$ cat config.mk
export PLATFORM = sky130hd
export DESIGN_NAME = sipo_frame_deserializer
export DESIGN_NICKNAME = d
export VERILOG_FILES = /design/src/rtl/sipo_pkg.sv /design/src/rtl/sipo_bit_counter.sv /design/src/rtl/sipo_frame_deserializer.sv
export SDC_FILE = /design/constraint.sdc
export NUM_CORES = 1
export LEC_CHECK = 0
export BUFFER_PORTS_ARGS = -buffer_cell sky130_fd_sc_hd__buf_2
export CORE_MARGIN = 4
export CORE_UTILIZATION = 41
export CTS_CLUSTER_DIAMETER = 40
export DETAILED_ROUTE_END_ITERATION = 8
export HOLD_SLACK_MARGIN = 0.02
export PLACE_DENSITY = 0.65
export SKIP_CTS_REPAIR_TIMING = 1
export SLEW_MARGIN = 20
export SYNTH_ARGS = -nofsm -noshare
export SYNTH_HDL_FRONTEND = slang
export SYNTH_SLANG_ARGS = --single-unit
$ cat constraint.sdc
create_clock -name clk -period 3.6 [get_ports clk]
set_clock_uncertainty 0.05 [all_clocks]
set_input_delay 0.54 -clock clk [delete_from_list [all_inputs] [get_ports clk]]
set_output_delay 0.54 -clock clk [all_outputs]
set_load 0.01 [all_outputs]
$ cat src/rtl/sipo_pkg.sv
// Shared types and the shift helper for the SIPO frame deserializer.
// The shift helper works on a fixed-width container so one function serves every frame width.
package sipo_pkg;

  typedef enum logic {
    SIPO_MSB_FIRST = 1'b0,
    SIPO_LSB_FIRST = 1'b1
  } sipo_mode_e;

  // Widest frame the shift helper can carry.
  localparam int unsigned SIPO_MAX_W = 64;

  // Shift one serial bit into the low `width` bits of sr; bits at or above `width` come back zero.
  function automatic logic [SIPO_MAX_W-1:0] sipo_shift(
    input logic [SIPO_MAX_W-1:0] sr,
    input logic                  din,
    input sipo_mode_e            mode,
    input int unsigned           width
  );
    logic [SIPO_MAX_W-1:0] mask;
    logic [SIPO_MAX_W-1:0] sr_m;
    logic [SIPO_MAX_W-1:0] res;
    mask = (width >= SIPO_MAX_W) ? '1
                                 : ((SIPO_MAX_W'(1) << width) - SIPO_MAX_W'(1));
    sr_m = sr & mask;
    if (mode == SIPO_LSB_FIRST) begin
      res = (sr_m >> 1) | (SIPO_MAX_W'(din) << (width - 1));
    end else begin
      res = (sr_m << 1) | SIPO_MAX_W'(din);
    end
    return res & mask;
  endfunction

endpackage

$ cat src/rtl/sipo_bit_counter.sv
// Frame bit counter: counts qualified bits 0..WIDTH-1, wraps, and flags the first and last slot.
module sipo_bit_counter #(
  parameter  int unsigned WIDTH = 8,
  localparam int unsigned CNT_W = (WIDTH > 1) ? $clog2(WIDTH) : 1
) (
  input  logic             clk,
  input  logic             rst_n,
  input  logic             clr,
  input  logic             en,
  output logic [CNT_W-1:0] count,
  output logic             zero,
  output logic             last
);

  logic [CNT_W-1:0] count_q;
  logic [CNT_W-1:0] count_d;

  always_comb begin
    count_d = count_q;
    if (clr) begin
      count_d = '0;
    end else if (en) begin
      count_d = last ? '0 : count_q + CNT_W'(1);
    end
  end

  always_ff @(posedge clk or negedge rst_n) begin
    if (!rst_n) begin
      count_q <= '0;
    end else begin
      count_q <= count_d;
    end
  end

  assign count = count_q;
  assign zero  = (count_q == '0);
  assign last  = (count_q == CNT_W'(WIDTH - 1));

endmodule

$ cat src/rtl/sipo_frame_deserializer.sv
// Serial-in/parallel-out frame deserializer with selectable bit order, a valid/ready output
// register and a sticky overrun flag.
module sipo_frame_deserializer
  import sipo_pkg::*;
#(
  parameter  int unsigned      WIDTH      = 8,
  parameter  logic [WIDTH-1:0] PRESET_VAL = '1,
  localparam int unsigned      CNT_W      = (WIDTH > 1) ? $clog2(WIDTH) : 1
) (
  input  logic             clk,
  input  logic             rst_n,
  input  logic             clr,
  input  logic             preset,
  input  logic             lsb_first,
  input  logic             s_valid,
  input  logic             s_in,
  input  logic             p_ready,
  output logic [WIDTH-1:0] p_out,
  output logic             p_valid,
  output logic             busy,
  output logic             overrun
);

  logic [WIDTH-1:0]      sr_q;
  logic [WIDTH-1:0]      sr_next;
  logic [WIDTH-1:0]      p_out_q;
  logic                  p_valid_q;
  logic                  overrun_q;
  sipo_mode_e            mode_q;
  sipo_mode_e            mode_eff;
  logic [CNT_W-1:0]      count;
  logic                  cnt_zero;
  logic                  cnt_last;
  logic                  complete;
  logic [SIPO_MAX_W-1:0] shift_wide;
  logic                  unused_shift_hi;

  sipo_bit_counter #(
    .WIDTH (WIDTH)
  ) u_bit_counter (
    .clk   (clk),
    .rst_n (rst_n),
    .clr   (clr | preset),
    .en    (s_valid),
    .count (count),
    .zero  (cnt_zero),
    .last  (cnt_last)
  );

  // The first bit of a frame already obeys the live lsb_first; later bits use the latched mode.
  assign mode_eff = cnt_zero ? sipo_mode_e'(lsb_first) : mode_q;

  assign shift_wide      = sipo_shift(SIPO_MAX_W'(sr_q), s_in, mode_eff, WIDTH);
  assign sr_next         = shift_wide[WIDTH-1:0];
  assign unused_shift_hi = ^shift_wide;

  assign complete = s_valid && cnt_last;

  always_ff @(posedge clk or negedge rst_n) begin
    if (!rst_n) begin
      sr_q      <= '0;
      p_out_q   <= '0;
      p_valid_q <= 1'b0;
      overrun_q <= 1'b0;
      mode_q    <= SIPO_MSB_FIRST;
    end else if (clr) begin
      sr_q      <= '0;
      p_out_q   <= '0;
      p_valid_q <= 1'b0;
      overrun_q <= 1'b0;
      mode_q    <= SIPO_MSB_FIRST;
    end else if (preset) begin
      // Abort the partial frame only; the output side keeps its frame and flags.
      sr_q <= PRESET_VAL;
    end else begin
      if (s_valid) begin
        sr_q <= sr_next;
        if (cnt_zero) begin
          mode_q <= mode_eff;
        end
      end
      if (complete) begin
        p_out_q   <= sr_next;
        p_valid_q <= 1'b1;
        if (p_valid_q && !p_ready) begin
          overrun_q <= 1'b1;
        end
      end else if (p_valid_q && p_ready) begin
        p_valid_q <= 1'b0;
      end
    end
  end

  assign p_out   = p_out_q;
  assign p_valid = p_valid_q;
  assign overrun = overrun_q;
  assign busy    = !cnt_zero;

endmodule

==> flow_summary_export.csv, run 1 <==
group,metric,value,unit
run_status,outcome,"finished clean",
floorplanning,floorplan.core_area,0.00245,mm^2
floorplanning,start_util,42.5,%
sta,worst-slew-pin-transition,655,ps
logic_synthesis,yosys_warnings,0,
drt,drc_violations,0,
pwr,static-leakage-power,0.000568,uW
setup_path,worstPathArrival,2250,ps
drt,vias_per_cell,5.37,
floorplanning,fp-row-count,18,
drt,drt_first_pass_iters,4,
final_layout,fin_nets,121,
sta,final-hold-violation-count,0,
setup_path,cp.required,3760,ps
final_layout,antennaDiodeCount,0,
pwr,p_per_area,381,mW/mm^2
final_layout,multi_input_gate_area,452,um^2
clock_tree,clock-root-buffer,"clkbuf_4",
pwr,fraction_of_power_consumed_by_sequential_logic,58.7,%
clock_tree,cts_tree,"done",
final_layout,filler_cell_count,218,
sta,maxSlewViolCount,0,
logic_synthesis,synth.cell_area,0.00104,mm^2
logic_synthesis,synth.ff_latch_count,22,
sta,final-setup-viol-count,0,
grt,global_route.usage.met1,16.1,%
grt,vias_in_the_first_global_route,705,
sta,fin_crit_sh,58.1,%
sta,setup-tns-final,0,ps
setup_path,cp-end-kind,"register",
drt,wl,1.96,mm
grt,grt_util_all_layers,12.8,%
clock_tree,cts-buffers-inserted,3,
pwr,ir_drop,258,uV
clock_tree,clk-insertion-delay-late,310,ps
sta,unrepaired_setup_endpoints_after_global_routing,"no",
clock_tree,ctsLongestPathBuffers,2,
grt,grt.overflow.total,0,
job,drv.max_cap_violation_count,0,
pwr,p_clk_share,29.6,%
setup_path,startpoint_type,"input pin",
logic_synthesis,synth_sequential_area_ratio,52.8,%
floorplanning,dieWidth,58.4,um
floorplanning,io-pin-count,19,
clock_tree,path_clk_slew,120,ps
final_layout,synthesis_to_finish_area_growth,13.0,%
grt,antenna_found_initial,0,
pwr,p_sw,111,uW
sta,relSlewSlack,56.2,%
placed_design,gp_routability_congestion,0.782,
setup_path,worstSetupPathType,"in -> reg",
grt,gr-usage-met3,4.17,%
grt,largest_net_degree_at_the_start_of_global_routing,23,
grt,grt_busiest_layer,"met2",
pwr,p_comb_share,11.7,%
placed_design,hpwlAfterDp,1.46,mm
grt,globalRouteMet2Util,19.9,%
pwr,power.share.switching,24.7,%
placed_design,io_buffers,18,
final_layout,layout.core_utilization,48.0,%
clock_tree,clock_sinks,22,
setup_path,crit_path_max_fanout,17,
floorplanning,die_footprint,0.00341,mm^2
drt,drt.antenna.violating_nets,0,
sta,period_needed,2090,ps
sta,maxClockFrequency,0.478,GHz
drt,vias,746,
hold_path,min_path_type,"in -> async",
logic_synthesis,syn-instance-count,94,
final_layout,final_layout_size_suffix_gt1_share,22.9,%
floorplanning,fp.dieH,58.4,um
drt,initialDrtViolationCount,10,
final_layout,final-seq-area,551,um^2
logic_synthesis,synth_nets,105,
drt,wire_per_inst,14.1,um
grt,grt_pass1_wl,3.24,mm
pwr,cell_internal_pwr,338,uW
logic_synthesis,yosys.cell_types.count,19,
clock_tree,h-tree-depth,1,
logic_synthesis,postSynthAreaPerCell,11.1,um^2
area by class of cell:
class	instances	share of cell area [%]
Multi-Input combinational cell	62	38.4
Sequential cell	22	46.8
Clock buffer	4	3.08
Tap cell	30	3.19
Inverter	3	0.956
Timing Repair Buffer	18	7.65
final timing paths:
kind | from | cells after the start | end | slack, ps
min in group clk | overrun | 2 | overrun | 460
max in group asynchronous | rst_n | 1 | sr_q[5] | 3050
worst min-delay path | rst_n | 1 | p_out[2] | 120
worst min register to register | overrun | 2 | overrun | 460
worst max-delay path | s_valid | 5 | p_out[5] | 1510
worst max register to register | u_bit_counter.count[0] | 6 | sr_q[7] | 1750
per-layer routing:
metal / wire [um] / vias up
met1: 952 / 360
met2: 886 / 14
met5: 0 / -
met3: 80 / 5
li1: - / 367
met4: 36 / 0
worst max-delay path, cell delays in order:
cell and delay [ps]:
buf_2 220, nor2b_1 580, and2_1 570, nor2_1 80, a211oi_1 250
per-stage QoR:
stage               setup WS (ps)  total power [uW]  hold slack (ps)  cells  instance area, um^2
floorplan                    1950               302              194     94                 1040
global placement             1280               321              425    135                 1140
detailed placement           1180               321              455    135                 1140
CTS                          1510               455              132    139                 1180
global route                 1330               474              139    139                 1180
finish                       1510               449              121    139                 1180
power groups by stage:
stage,clock [uW],sequential (uW),combinational [uW]
final,133,263,52.7
after global routing,151,264,58.6
after CTS,139,263,53.7
after detailed placement,0,267,53.7
after global placement,0,268,53.2
after floorplan,0,266,36.7
Yosys cell counts, drive strengths merged:
library cell	count	area share, %
a211oi	16	12
a21oi	1	0.48
a31oi	1	0.60
and2	1	0.60
and2b	1	0.84
buf	3	1.3
clkbuf	4	1.4
dfrtp	22	53
ha	3	3.6
inv	3	1.1
mux2i	13	14
nand2	1	0.36
nand2b	1	1.3
nor2	11	4.0
nor2b	1	0.60
nor3	11	5.3
o21ai	1	0.48
logic make-up after synthesis:
kind of cell    synth area share [%]
flops                           52.8
buf+inv                         3.84
fa+ha+maj                       3.60
mux                             13.7
compound gates                  13.1
simple gates                    13.0
layout by cell type (no fill, tap or decap), types with 3 or more instances in the layout:
cell	netlist	final
dfrtp_1	22	22
buf_2	2	18
nor3_1	11	11
clkbuf_4	0	3
mux2i_1	12	12
inv_1	3	3
ha_1	3	3
nor2_1	11	11
a211oi_1	16	16
sequential cells by signal (all words and copies together), names as in the netlist:
register and flops:
p_out 8, sr_q 8, u_bit_counter.count 3, mode_q 1, overrun 1, p_valid 1
Note: power is estimated with default switching activity, not from simulation.
==> run 2: changes to the inputs <==
--- a/config.mk
+++ b/config.mk
@@ -11,7 +11,7 @@
 export CTS_CLUSTER_DIAMETER = 40
 export DETAILED_ROUTE_END_ITERATION = 8
 export HOLD_SLACK_MARGIN = 0.02
-export PLACE_DENSITY = 0.65
+export PLACE_DENSITY = 0.67
 export SKIP_CTS_REPAIR_TIMING = 1
 export SLEW_MARGIN = 20
 export SYNTH_ARGS = -nofsm -noshare
==> constraint.sdc (replaced) <==
create_clock -name clk -period 1.9 [get_ports clk]
set_clock_uncertainty 0.05 [all_clocks]
set_input_delay 0.285 -clock clk [delete_from_list [all_inputs] [get_ports clk]]
set_output_delay 0.285 -clock clk [all_outputs]
set_load 0.01 [all_outputs]
==> run 2 against run 1 <==
Utilization up 1.9 points; count of clock-buffer cells in the layout unchanged; non-clock buffer count up 4; cell count up 2.9%; via count up 3.5%; global-route usage up 1.3 points; die area unchanged; clock power up 100%; critical path depth up 2; setup slack worse by 1400 ps; critical path type is now reg -> reg; critical endpoint is now sr_q[2]; largest cell class unchanged.
==> flow_summary_export.csv, run 2 (synthesized netlist as in run 1, its figures left out) <==
group,metric,value,unit
run_status,outcome,"finished clean",
floorplanning,floorplan.core_area,0.00245,mm^2
sta,worst-slew-pin-transition,490,ps
pwr,p_per_area,718,mW/mm^2
floorplanning,io-pin-count,19,
setup_path,startpoint_type,"register",
job,drv.max_cap_violation_count,0,
grt,grt_busiest_layer,"met2",
setup_path,cp_num_buf_inv,2,
grt,largest_net_degree_at_the_start_of_global_routing,23,
floorplanning,die_footprint,0.00341,mm^2
placed_design,gp_routability_congestion,0.735,
floorplanning,dieWidth,58.4,um
pwr,ir_drop,432,uV
setup_path,worstPathArrival,1910,ps
floorplanning,fp.dieH,58.4,um
clock_tree,h-tree-depth,1,
floorplanning,start_util,42.5,%
grt,gr-usage-met3,2.63,%
drt,vias_per_cell,5.40,
setup_path,cp.required,2040,ps
clock_tree,path_clk_slew,130,ps
setup_path,cpLargestDelayFamily,"multiplexers",
grt,antenna_found_initial,0,
clock_tree,clk-insertion-delay-late,310,ps
drt,drt.antenna.violating_nets,0,
grt,global_route.usage.met1,19.5,%
final_layout,synthesis_to_finish_area_growth,17.4,%
clock_tree,cts-buffers-inserted,3,
drt,wire_per_inst,15.3,um
placed_design,hpwlAfterDp,1.51,mm
drt,drt_first_pass_iters,4,
sta,final-setup-viol-count,0,
grt,vias_in_the_first_global_route,755,
pwr,totalPowerFinal,879,uW
final_layout,fin_nets,125,
grt,grt.overflow.total,0,
final_layout,final_common_cell,"dfrtp_1",
grt,grt_util_all_layers,14.1,%
sta,setup-tns-final,0,ps
clock_tree,clock-root-buffer,"clkbuf_4",
clock_tree,cts_tree,"done",
final_layout,most_frequent_cells_in_the_layout,"dfrtp_1, buf_2, a211oi_1",
sta,timing.hold.ws,231,ps
clock_tree,clock_sinks,22,
drt,drc_violations,0,
setup_path,worstSetupPathType,"reg -> reg",
setup_path,critical_path.max_stage_delay,410,ps
drt,wl,2.19,mm
drt,initialDrtViolationCount,7,
setup_path,regToRegSetupSlack,130,ps
sta,fin_crit_sh,93.0,%
pwr,static-leakage-power,0.000592,uW
setup_path,cp-end-kind,"register",
sta,period_needed,1770,ps
hold_path,min_path_type,"in -> reg",
drt,vias,772,
setup_path,cp_cell_sequence,"inv_1 -> ha_1 -> nand2b_4 -> mux2i_4 -> buf_12 -> mux2i_1 -> a211oi_1",
setup_path,worst_path_max_delay_cell,"dfrtp_1",
setup_path,crit_path_max_fanout,8,
final_layout,antennaDiodeCount,0,
clock_tree,ctsLongestPathBuffers,2,
sta,final-hold-violation-count,0,
floorplanning,fp-row-count,18,
grt,globalRouteMet2Util,21.7,%
sta,maxClockFrequency,0.566,GHz
grt,grt_pass1_wl,3.71,mm
sta,maxSlewViolCount,0,
sta,relSlewSlack,67.3,%
placed_design,io_buffers,18,
sta,unrepaired_setup_endpoints_after_global_routing,"no",
final_layout,final_layout_size_suffix_gt1_share,25.7,%
run 2: cell count changes in the layout (fill, tap and decap cells not counted), sizes merged:
cell and change:
buf +3, dlygate4sd3 +1
run 2: cell type report:
| class | count | area, um^2 |
|---|---|---|
| multi-input combinational | 62 | 453 |
| sequential | 22 | 551 |
| tap | 30 | 37.5 |
| inverter | 3 | 11.3 |
| timing repair buffer | 22 | 135 |
| clock buffer | 4 | 36.3 |
| fill | 221 | 1230 |
run 2: tightest hold or removal path: stages:
cell,delay (ps)
buf_2,120
mux2i_1,70
nor2_1,90
run 2: worst paths after layout:
| path | startpoint | to | depth (start not counted) |
|---|---|---|---|
| max | u_bit_counter.count[0] | sr_q[2] | 7 |
| min | lsb_first | mode_q | 3 |
| max reg2reg | u_bit_counter.count[0] | sr_q[2] | 7 |
| min reg2reg | overrun | overrun | 2 |
| max in group asynchronous | rst_n | p_out[6] | 2 |
| min in group asynchronous | rst_n | sr_q[1] | 2 |
run 2: where the power goes:
| group | switching [uW] | total (uW) | internal, uW |
|---|---|---|---|
| registers | 13.6 | 498 | 485 |
| clock network | 149 | 267 | 117 |
| logic | 64.6 | 114 | 49.3 |
run 2: per-stage QoR:
stage          setup slack, ps  cell area, um^2  instances  utilization [%]
2_1_floorplan              251             1040         94                -
3_3_place_gp               125             1160        137             47.1
3_5_place_dp              90.3             1160        137             47.1
4_1_cts                   59.2             1190        141             48.6
5_1_grt                   36.8             1220        143             49.8
6_report                   133             1220        143             49.8
run 2: per-layer routing:
layer | vias up | share of wire, %
met5 | - | 0
met4 | 0 | 1.2
met3 | 4 | 3.5
met2 | 13 | 50
met1 | 377 | 46
li1 | 378 | -
